[src/rtl/gon_multicast_scheduler.sv]
// rtl/gon_multicast_scheduler.sv - GON X-bus root sequencer: ID scan-chain programming and in-order packet issue.
// Optional stall timeout enabled by defining GON_SCHED_TIMEOUT_EN.
module gon_multicast_scheduler #(
  parameter int ID_LEN         = 4,
  parameter int VALUE_LEN      = 32,
  parameter int NUM_PE         = 8,
  parameter int FIFO_DEPTH     = 4,
  parameter int TIMEOUT_CYCLES = 64
) (
  input  logic                 clk,
  input  logic                 rst,
  input  logic                 cfg_start,
  input  logic                 cfg_id_valid,
  input  logic [ID_LEN-1:0]    cfg_id,
  output logic                 cfg_id_ready,
  output logic                 cfg_done,
  output logic                 set_id,
  output logic [ID_LEN-1:0]    id_out,
  input  logic                 pkt_valid,
  input  logic [ID_LEN-1:0]    pkt_tag,
  input  logic [VALUE_LEN-1:0] pkt_value,
  output logic                 pkt_ready,
  output logic [ID_LEN-1:0]    tag,
  output logic                 enable,
  output logic [VALUE_LEN-1:0] value,
  input  logic                 ready_in,
  output logic                 busy
`ifdef GON_SCHED_TIMEOUT_EN
  ,
  output logic                 timeout_err
`endif
);

  localparam int CNT_W = $clog2(NUM_PE + 1);
  localparam int AW    = $clog2(FIFO_DEPTH);

  if (FIFO_DEPTH < 2 || (FIFO_DEPTH & (FIFO_DEPTH - 1)) != 0 || TIMEOUT_CYCLES < 1) begin : g_bad_param
    $error("gon_multicast_scheduler: invalid FIFO_DEPTH or TIMEOUT_CYCLES");
  end

  typedef enum logic [1:0] {S_IDLE, S_CONFIG, S_RUN} state_t;

  state_t             state_q, state_d;
  logic [CNT_W-1:0]   cnt_q, cnt_d;
  logic               cfg_done_q, cfg_done_d;
  logic               set_id_q, set_id_d;
  logic [ID_LEN-1:0]  id_out_q, id_out_d;
  logic [AW:0]        wr_ptr_q, wr_ptr_d;
  logic [AW:0]        rd_ptr_q, rd_ptr_d;
  logic [ID_LEN-1:0]    tag_mem_q [FIFO_DEPTH];
  logic [VALUE_LEN-1:0] val_mem_q [FIFO_DEPTH];

  logic empty, full, push, pop, timeout_hit;

  // Extra pointer bit distinguishes full from empty when the indices match.
  assign empty = (wr_ptr_q == rd_ptr_q);
  assign full  = (wr_ptr_q[AW] != rd_ptr_q[AW]) && (wr_ptr_q[AW-1:0] == rd_ptr_q[AW-1:0]);
  assign push  = pkt_valid && !full;
  assign pop   = enable && (ready_in || timeout_hit);

`ifdef GON_SCHED_TIMEOUT_EN
  localparam int TW = $clog2(TIMEOUT_CYCLES + 1);
  logic [TW-1:0] stall_q, stall_d;
  logic          timeout_err_q, timeout_err_d;

  assign timeout_hit = enable && !ready_in && (stall_q == TW'(TIMEOUT_CYCLES - 1));

  always_comb begin
    stall_d       = (!enable || pop) ? '0 : stall_q + TW'(1);
    timeout_err_d = timeout_hit;
  end

  always_ff @(posedge clk) begin
    if (rst) begin
      stall_q       <= '0;
      timeout_err_q <= 1'b0;
    end else begin
      stall_q       <= stall_d;
      timeout_err_q <= timeout_err_d;
    end
  end

  assign timeout_err = timeout_err_q;
`else
  assign timeout_hit = 1'b0;
`endif

  always_ff @(posedge clk) begin
    if (rst) begin
      state_q    <= S_IDLE;
      cnt_q      <= '0;
      cfg_done_q <= 1'b0;
      set_id_q   <= 1'b0;
      id_out_q   <= '0;
      wr_ptr_q   <= '0;
      rd_ptr_q   <= '0;
    end else begin
      state_q    <= state_d;
      cnt_q      <= cnt_d;
      cfg_done_q <= cfg_done_d;
      set_id_q   <= set_id_d;
      id_out_q   <= id_out_d;
      wr_ptr_q   <= wr_ptr_d;
      rd_ptr_q   <= rd_ptr_d;
    end
  end

  always_ff @(posedge clk) begin
    if (push) begin
      tag_mem_q[wr_ptr_q[AW-1:0]] <= pkt_tag;
      val_mem_q[wr_ptr_q[AW-1:0]] <= pkt_value;
    end
  end

  always_comb begin
    state_d    = state_q;
    cnt_d      = cnt_q;
    cfg_done_d = cfg_done_q;
    set_id_d   = 1'b0;
    id_out_d   = id_out_q;
    wr_ptr_d   = push ? wr_ptr_q + (AW+1)'(1) : wr_ptr_q;
    rd_ptr_d   = pop  ? rd_ptr_q + (AW+1)'(1) : rd_ptr_q;
    case (state_q)
      S_IDLE: begin
        if (cfg_start) begin
          state_d    = S_CONFIG;
          cnt_d      = '0;
          cfg_done_d = 1'b0;
        end
      end
      S_CONFIG: begin
        if (cfg_id_valid) begin
          set_id_d = 1'b1;
          id_out_d = cfg_id;
          cnt_d    = cnt_q + CNT_W'(1);
          if (cnt_q == CNT_W'(NUM_PE - 1)) begin
            state_d    = S_RUN;
            cfg_done_d = 1'b1;
          end
        end
      end
      S_RUN: begin
        // Reprogramming with packets in flight would deliver them to stale IDs.
        if (cfg_start && empty) begin
          state_d    = S_CONFIG;
          cnt_d      = '0;
          cfg_done_d = 1'b0;
        end
      end
      default: state_d = S_IDLE;
    endcase
  end

  always_comb begin
    cfg_id_ready = (state_q == S_CONFIG);
    pkt_ready    = !full;
    enable       = (state_q == S_RUN) && !empty;
    tag          = enable ? tag_mem_q[rd_ptr_q[AW-1:0]] : '0;
    value        = enable ? val_mem_q[rd_ptr_q[AW-1:0]] : '0;
    busy         = (state_q != S_IDLE) || !empty;
  end

  assign cfg_done = cfg_done_q;
  assign set_id   = set_id_q;
  assign id_out   = id_out_q;

endmodule
[config.mk]
export PLATFORM = sky130hd
export DESIGN_NAME = gon_multicast_scheduler
export DESIGN_NICKNAME = d
export VERILOG_FILES = /design/src/rtl/gon_multicast_scheduler.sv
export SDC_FILE = /design/constraint.sdc
export NUM_CORES = 1
export LEC_CHECK = 0
export CAP_MARGIN = 20
export CORE_MARGIN = 2
export CORE_UTILIZATION = 45
export CTS_CLUSTER_SIZE = 12
export DETAILED_ROUTE_END_ITERATION = 7
export GPL_TIMING_DRIVEN = 0
export MAX_ROUTING_LAYER = met4
export PLACE_DENSITY = 0.68
export REMOVE_ABC_BUFFERS = 1
export SYNTH_ARGS = -nofsm -noshare
export SYNTH_HDL_FRONTEND = slang
export SYNTH_SLANG_ARGS = --single-unit
[constraint.sdc]
create_clock -name clk -period 4.4 [get_ports clk]
set_clock_uncertainty 0.05 [all_clocks]
set_input_delay 0.44 -clock clk [delete_from_list [all_inputs] [get_ports clk]]
set_output_delay 0.44 -clock clk [all_outputs]
set_load 0.01 [all_outputs]
# Word-level counts from Yosys, hierarchy flattened
# Memory sizes are Yosys's and may differ from the RTL's. A register that Yosys moved wholly into a read port is not among the register bits.
# Index checks and enable logic that the tools add are counted.
[totals]
romBits = 0
mem_bits_rw = 144
input_bits = 46
output_inout_bits = 46
regBits = 18
latchBits = 0
mem_count = 2
elab_cells = 62
[mem_list]
columns = ["name", "depth", "word_bits", "rd", "rd_ports_with_merged_regs", "write_ports", "line", "source"]
rows = [
  ["val_mem_q", 4, 32, 1, 1, 1, "51", "logic [VALUE_LEN-1:0] val_mem_q [FIFO_DEPTH];"],
  ["tag_mem_q", 4, 4, 1, 1, 1, "50", "logic [ID_LEN-1:0] tag_mem_q [FIFO_DEPTH];"],
]
[op_classes]
magnitude_cmp = 0
eq_ne = 10
reduce_logical = 16
mux = 23
div = 0
bitwise = 1
n_addsub = 3
shifts = 0
n_mul = 0
[op_table]
columns = ["op", "n"]
rows = [
  ["32-bit two-way mux", 1],
  ["2-bit two-way mux", 8],
  ["4-bit two-way mux", 4],
  ["4-bit one-hot mux with 3 select lines", 1],
  ["4-bit AND reduction", 2],
  ["1-bit two-way mux", 7],
  ["3-bit by 1-bit adder with 3-bit output (second input constant)", 2],
  ["2-bit != test (second input constant)", 3],
  ["2-bit one-hot mux with 3 select lines", 1],
  ["1-bit logical AND", 5],
  ["5-bit AND reduction", 1],
  ["4-bit by 1-bit adder with 4-bit output (second input constant)", 1],
  ["4-bit by 3-bit equality test with 1-bit output (second input constant)", 1],
  ["3-bit equality test", 1],
  ["1-bit one-hot mux with 3 select lines", 1],
  ["3-bit nonzero test", 1],
  ["2-bit by 1-bit equality test with 1-bit output (second input constant)", 1],
  ["2-bit equality test", 1],
  ["2-bit equality test (second input constant)", 1],
  ["1-bit logical NOT", 2],
  ["2-bit logical NOT", 1],
  ["2-bit by 1-bit != test with 1-bit output (second input constant)", 1],
  ["2-bit AND reduction", 1],
  ["2-bit nonzero test", 1],
  ["other kinds (4)", 4],
]

# Logic depth before layout (Yosys ltp)
[depth]
word_depth = 6
ltp_mapped = 6
ltp_nobuf = 5

# Worst setup path before layout
# No wires, ideal clock.
[synth_path]
path_type = "flip-flop to flip-flop"
start = "register wr_ptr_q[0]"
end = "memory tag_mem_q[0][0] (enable)"
arrival_time_ns = 1.819
period_less_slack_ns = 2.266
stages_incl_launch_ff = 4
setup_slack_ns = 2.134
setup_time_ns = 0.397
path_buffers = 0
path_cell_list = "dfxtp_1 xor2_1 o31a_1 and2_1"
[synth_via]
elab_chain_cells = 6
[synth_lines]
columns = ["element", "line", "source"]
rows = [
  ["start, declared", "48", "logic [AW:0] wr_ptr_q, wr_ptr_d;"],
  ["start signal, assigned", "103", "wr_ptr_q <= wr_ptr_d;"],
  ["2-bit equality test", "57", "assign full = (wr_ptr_q[AW] != rd_ptr_q[AW]) && (wr_ptr_q[AW-1:0] == rd_ptr_q[AW-1:0]);"],
  ["1-bit logical AND", "57", ""],
  ["1-bit logical NOT", "58", "assign push = pkt_valid && !full;"],
  ["1-bit logical AND", "58", ""],
  ["1-bit two-way mux", "109", "if (push) begin"],
  ["1-bit two-way mux (implied by the code)", "110", "tag_mem_q[wr_ptr_q[AW-1:0]] <= pkt_tag;"],
  ["end, declared", "50", ""],
]
# Parallel ways exist; a longest one is shown, timed or not.

# Final worst setup path
[layout_path]
start = "register wr_ptr_q[0]"
end = "output value[11]"
[layout_via]
elab_chain_cells = 4
[layout_lines]
columns = ["element", "line", "source"]
rows = [
  ["3-bit equality test", "56", "assign empty = (wr_ptr_q == rd_ptr_q);"],
  ["1-bit logical NOT", "157", "enable = (state_q == S_RUN) && !empty;"],
  ["1-bit logical AND", "157", ""],
  ["32-bit two-way mux", "159", "value = enable ? val_mem_q[rd_ptr_q[AW-1:0]] : '0;"],
  ["end, declared", "25", "output logic [VALUE_LEN-1:0] value,"],
]
# Every way passes these cells.

==> results_dict.tcl <==
set metrics [dict create \
    ir_drop_mv 0.218 \
    vias 3342 \
    required_ns 3.91 \
    netlist_area_um2 6420 \
    finalSetupTns_ns 0 \
    grt_max_degree 37 \
    initial_core_util 0.462 \
    synthTopCellsByArea "edfxtp_1 67%, mux4_2 13%, dfxtp_1 6.2%" \
    synthFlopType "edfxtp_1" \
    critPathKind "register to output pin" \
    max_freq_mhz 310 \
    synth.most_common_cell "edfxtp_1" \
    drt-wirelength-per-cell_um 18.1 \
    cp-start-kind "register" \
    pwr_density_cell_nw_per_um2 412 \
    root_buffer "clkbuf_16" \
    diodes 0 \
    sw_frac_of_total 0.199 \
    hold_violations 0 \
    hold_depth 2 \
    dp_hpwl_um 7200 \
    viasPerCell 5.25 \
    setup_viol 0 \
    internal_power_uw 2710 \
    area_growth_syn_to_layout_pct 28.3 \
    period_needed_ns 3.22 \
    synth-seq-area-share 0.736 \
    synthesis.instances 343 \
    die-height_um 123 \
    fin_crit_sh 0.733 \
    cts_tree "done" \
    p_leak_uw 0.00272 \
    relSlewSlack 0.493 \
    met1_usage 0.208 \
    core-area_um2 13900 \
    pwr-share-comb 0.054 \
    cts_hold_buffers 0 \
    portBuffers 91 \
    cp_max_fo 28 \
    crit_arrival_ns 2.73 \
    die_x_um 123 \
    worstSkewPairLatency_ns 0.41 \
    hold_path.class "register to register" \
    cp_cell_sequence "xnor2_1, a31o_1, inv_1, buf_16, and2_1, clkdlybuf4s50_1" \
    nNetsFinal 496 \
    synth.ff_latch_count 164 \
    antenna_found_initial 0 \
    ant_nets 0 \
    grt_busiest_layer "met2" \
    track_usage 0.170 \
    final_area_um2 8240 \
    drt_iter0_drc 185 \
    netlist-cell-type-count 37 \
    gr-total-overflow 0 \
    clock_power_share 0.418 \
    dr.pass1.iters 4 \
    pin_count 92 \
    status "finished clean" \
    drcViolationCount 0 \
    ys_async_sr_fraction 0 \
    gp_congestion 0.779 \
    synth_enable_flop_cells 144 \
    drv_slew 0 \
    rsz0062_at_grt "no" \
    postPlaceCellArea_um2 7640 \
    drive_above_1_share 0.184 \
    yosys.area.top_type "edfxtp_1" \
    yosysTopAreaCellShare 0.674 \
    worst_pin_slew_ns 0.760 \
    met2_usage 0.271 \
    rows 43 \
    cpMaxStageDelayCell "clkdlybuf4s50_1" \
    syn_avg_cell_area_um2 18.7 \
    grt_pass1_wl_um 18200 \
    cp-end-kind "output pin" \
    cts_setup_buffers 0 \
    cts_buffer_depth 2 \
    crit_path_max_incr_delay_ns 0.56 \
    fill_cells 1056 \
    reg2reg_depth 4 \
    clkSinkCount 164 \
    ys_warn_count 0 \
    p_switching_uw 676 \
    met3_usage 0.0530 \
    clkTransAtPathRegs_ns 0.06 \
    die_area_um2 15200 \
    seq_power_share 0.527 \
    grt_pass1_vias 3455 \
    cap_violations 0 \
    htree_levels 4 \
    drt_wl_total_um 11600 \
    cts_resized 0 \
    cts_made_buffers 17 \
    synth_commonest_cells "144 x edfxtp_1, 40 x and2_1, 36 x mux4_2" \
]
kinds of logic after synthesis:
| family | synth area share |
|---|---|
| XOR/XNOR | 0.00955 |
| buffers and inverters | 0.0134 |
| AO/OA/AOI/OAI | 0.0298 |
| adder cells (fa/ha/maj) | 0.0117 |
| flip-flops | 0.736 |
| AND/OR/NAND/NOR | 0.0715 |
| multiplexers | 0.128 |
area by class of cell:
| class | instances | area, µm² | share of cell area |
|---|---|---|---|
| Timing Repair Buffer | 97 | 1050 | 0.128 |
| Tap cell | 180 | 225 | 0.0273 |
| Clock inverter | 9 | 61.3 | 0.00744 |
| Multi-Input combinational cell | 158 | 1610 | 0.196 |
| Inverter | 6 | 22.5 | 0.00273 |
| Sequential cell | 164 | 4730 | 0.574 |
| Clock buffer | 23 | 531 | 0.0644 |
metrics by stage:
| step | power [µW] | worst slack (ns) | util | instances | hold WS (ns) |
|---|---|---|---|---|---|
| 2_1_floorplan | 1900 | 1.47 | - | 328 | 0.404 |
| 3_3_place_gp | 1990 | 0.264 | 0.540 | 599 | 0.395 |
| 3_5_place_dp | 2010 | 1.60 | 0.551 | 605 | 0.406 |
| 4_1_cts | 3430 | 1.13 | 0.593 | 637 | 0.419 |
| 5_1_grt | 3510 | 1.01 | 0.593 | 637 | 0.452 |
| 6_report | 3390 | 1.18 | 0.593 | 637 | 0.413 |
per-layer routing:
layer,up-vias,routed length (µm)
li1,1562,-
met1,1680,5080
met2,88,5690
met3,12,637
met4,0,150
met5,-,0
state kept, by name (all words and copies together), names as in the netlist, named ones only:
signal     cells
cfg_done       1
cnt_q          4
id_out         4
rd_ptr_q       3
set_id         1
state_q        2
tag_mem_q     16
val_mem_q    128
wr_ptr_q       3
final timing paths:
path                                  start               to  slack [ns]
worst min-delay path              id_out[0]        id_out[0]        0.41
worst min register to register    id_out[0]        id_out[0]        0.41
worst max-delay path            wr_ptr_q[0]        value[11]        1.18
worst max register to register  wr_ptr_q[2]  val_mem_q[2][2]        2.15
cell usage in the layout, fill, tap and decap left out, types with 3 or more instances in the layout:
master	n
a21o_1	3
a21oi_1	8
and2_1	36
and2_2	4
buf_12	3
buf_16	3
clkbuf_16	19
clkbuf_8	4
clkdlybuf4s50_1	91
clkinv_4	3
dfxtp_1	18
edfxtp_1	144
ha_1	6
inv_1	6
inv_4	4
mux4_2	36
nand2_1	10
nand3_1	11
nor2_1	6
or3_1	3
xnor2_1	4
xor2_1	3
critical path, delay by kind of cell, from the launching register on:
family	cells	cell delay, ns
DFF	1	0.48
and+or+nand+nor	1	0.19
AOI/OAI and AO/OA	1	0.28
xor gates and xnor gates	1	0.17
buffers and inverters	3	1.20
power by group through the flow:
stage	Clock, µW	Sequential, µW	Combinational, µW
2_1_floorplan	0	1820	81.6
3_3_place_gp	0	1820	169
3_5_place_dp	0	1820	188
4_1_cts	1450	1790	189
5_1_grt	1520	1790	203
6_report	1420	1790	185
Note: power is estimated with default switching activity, not from simulation.
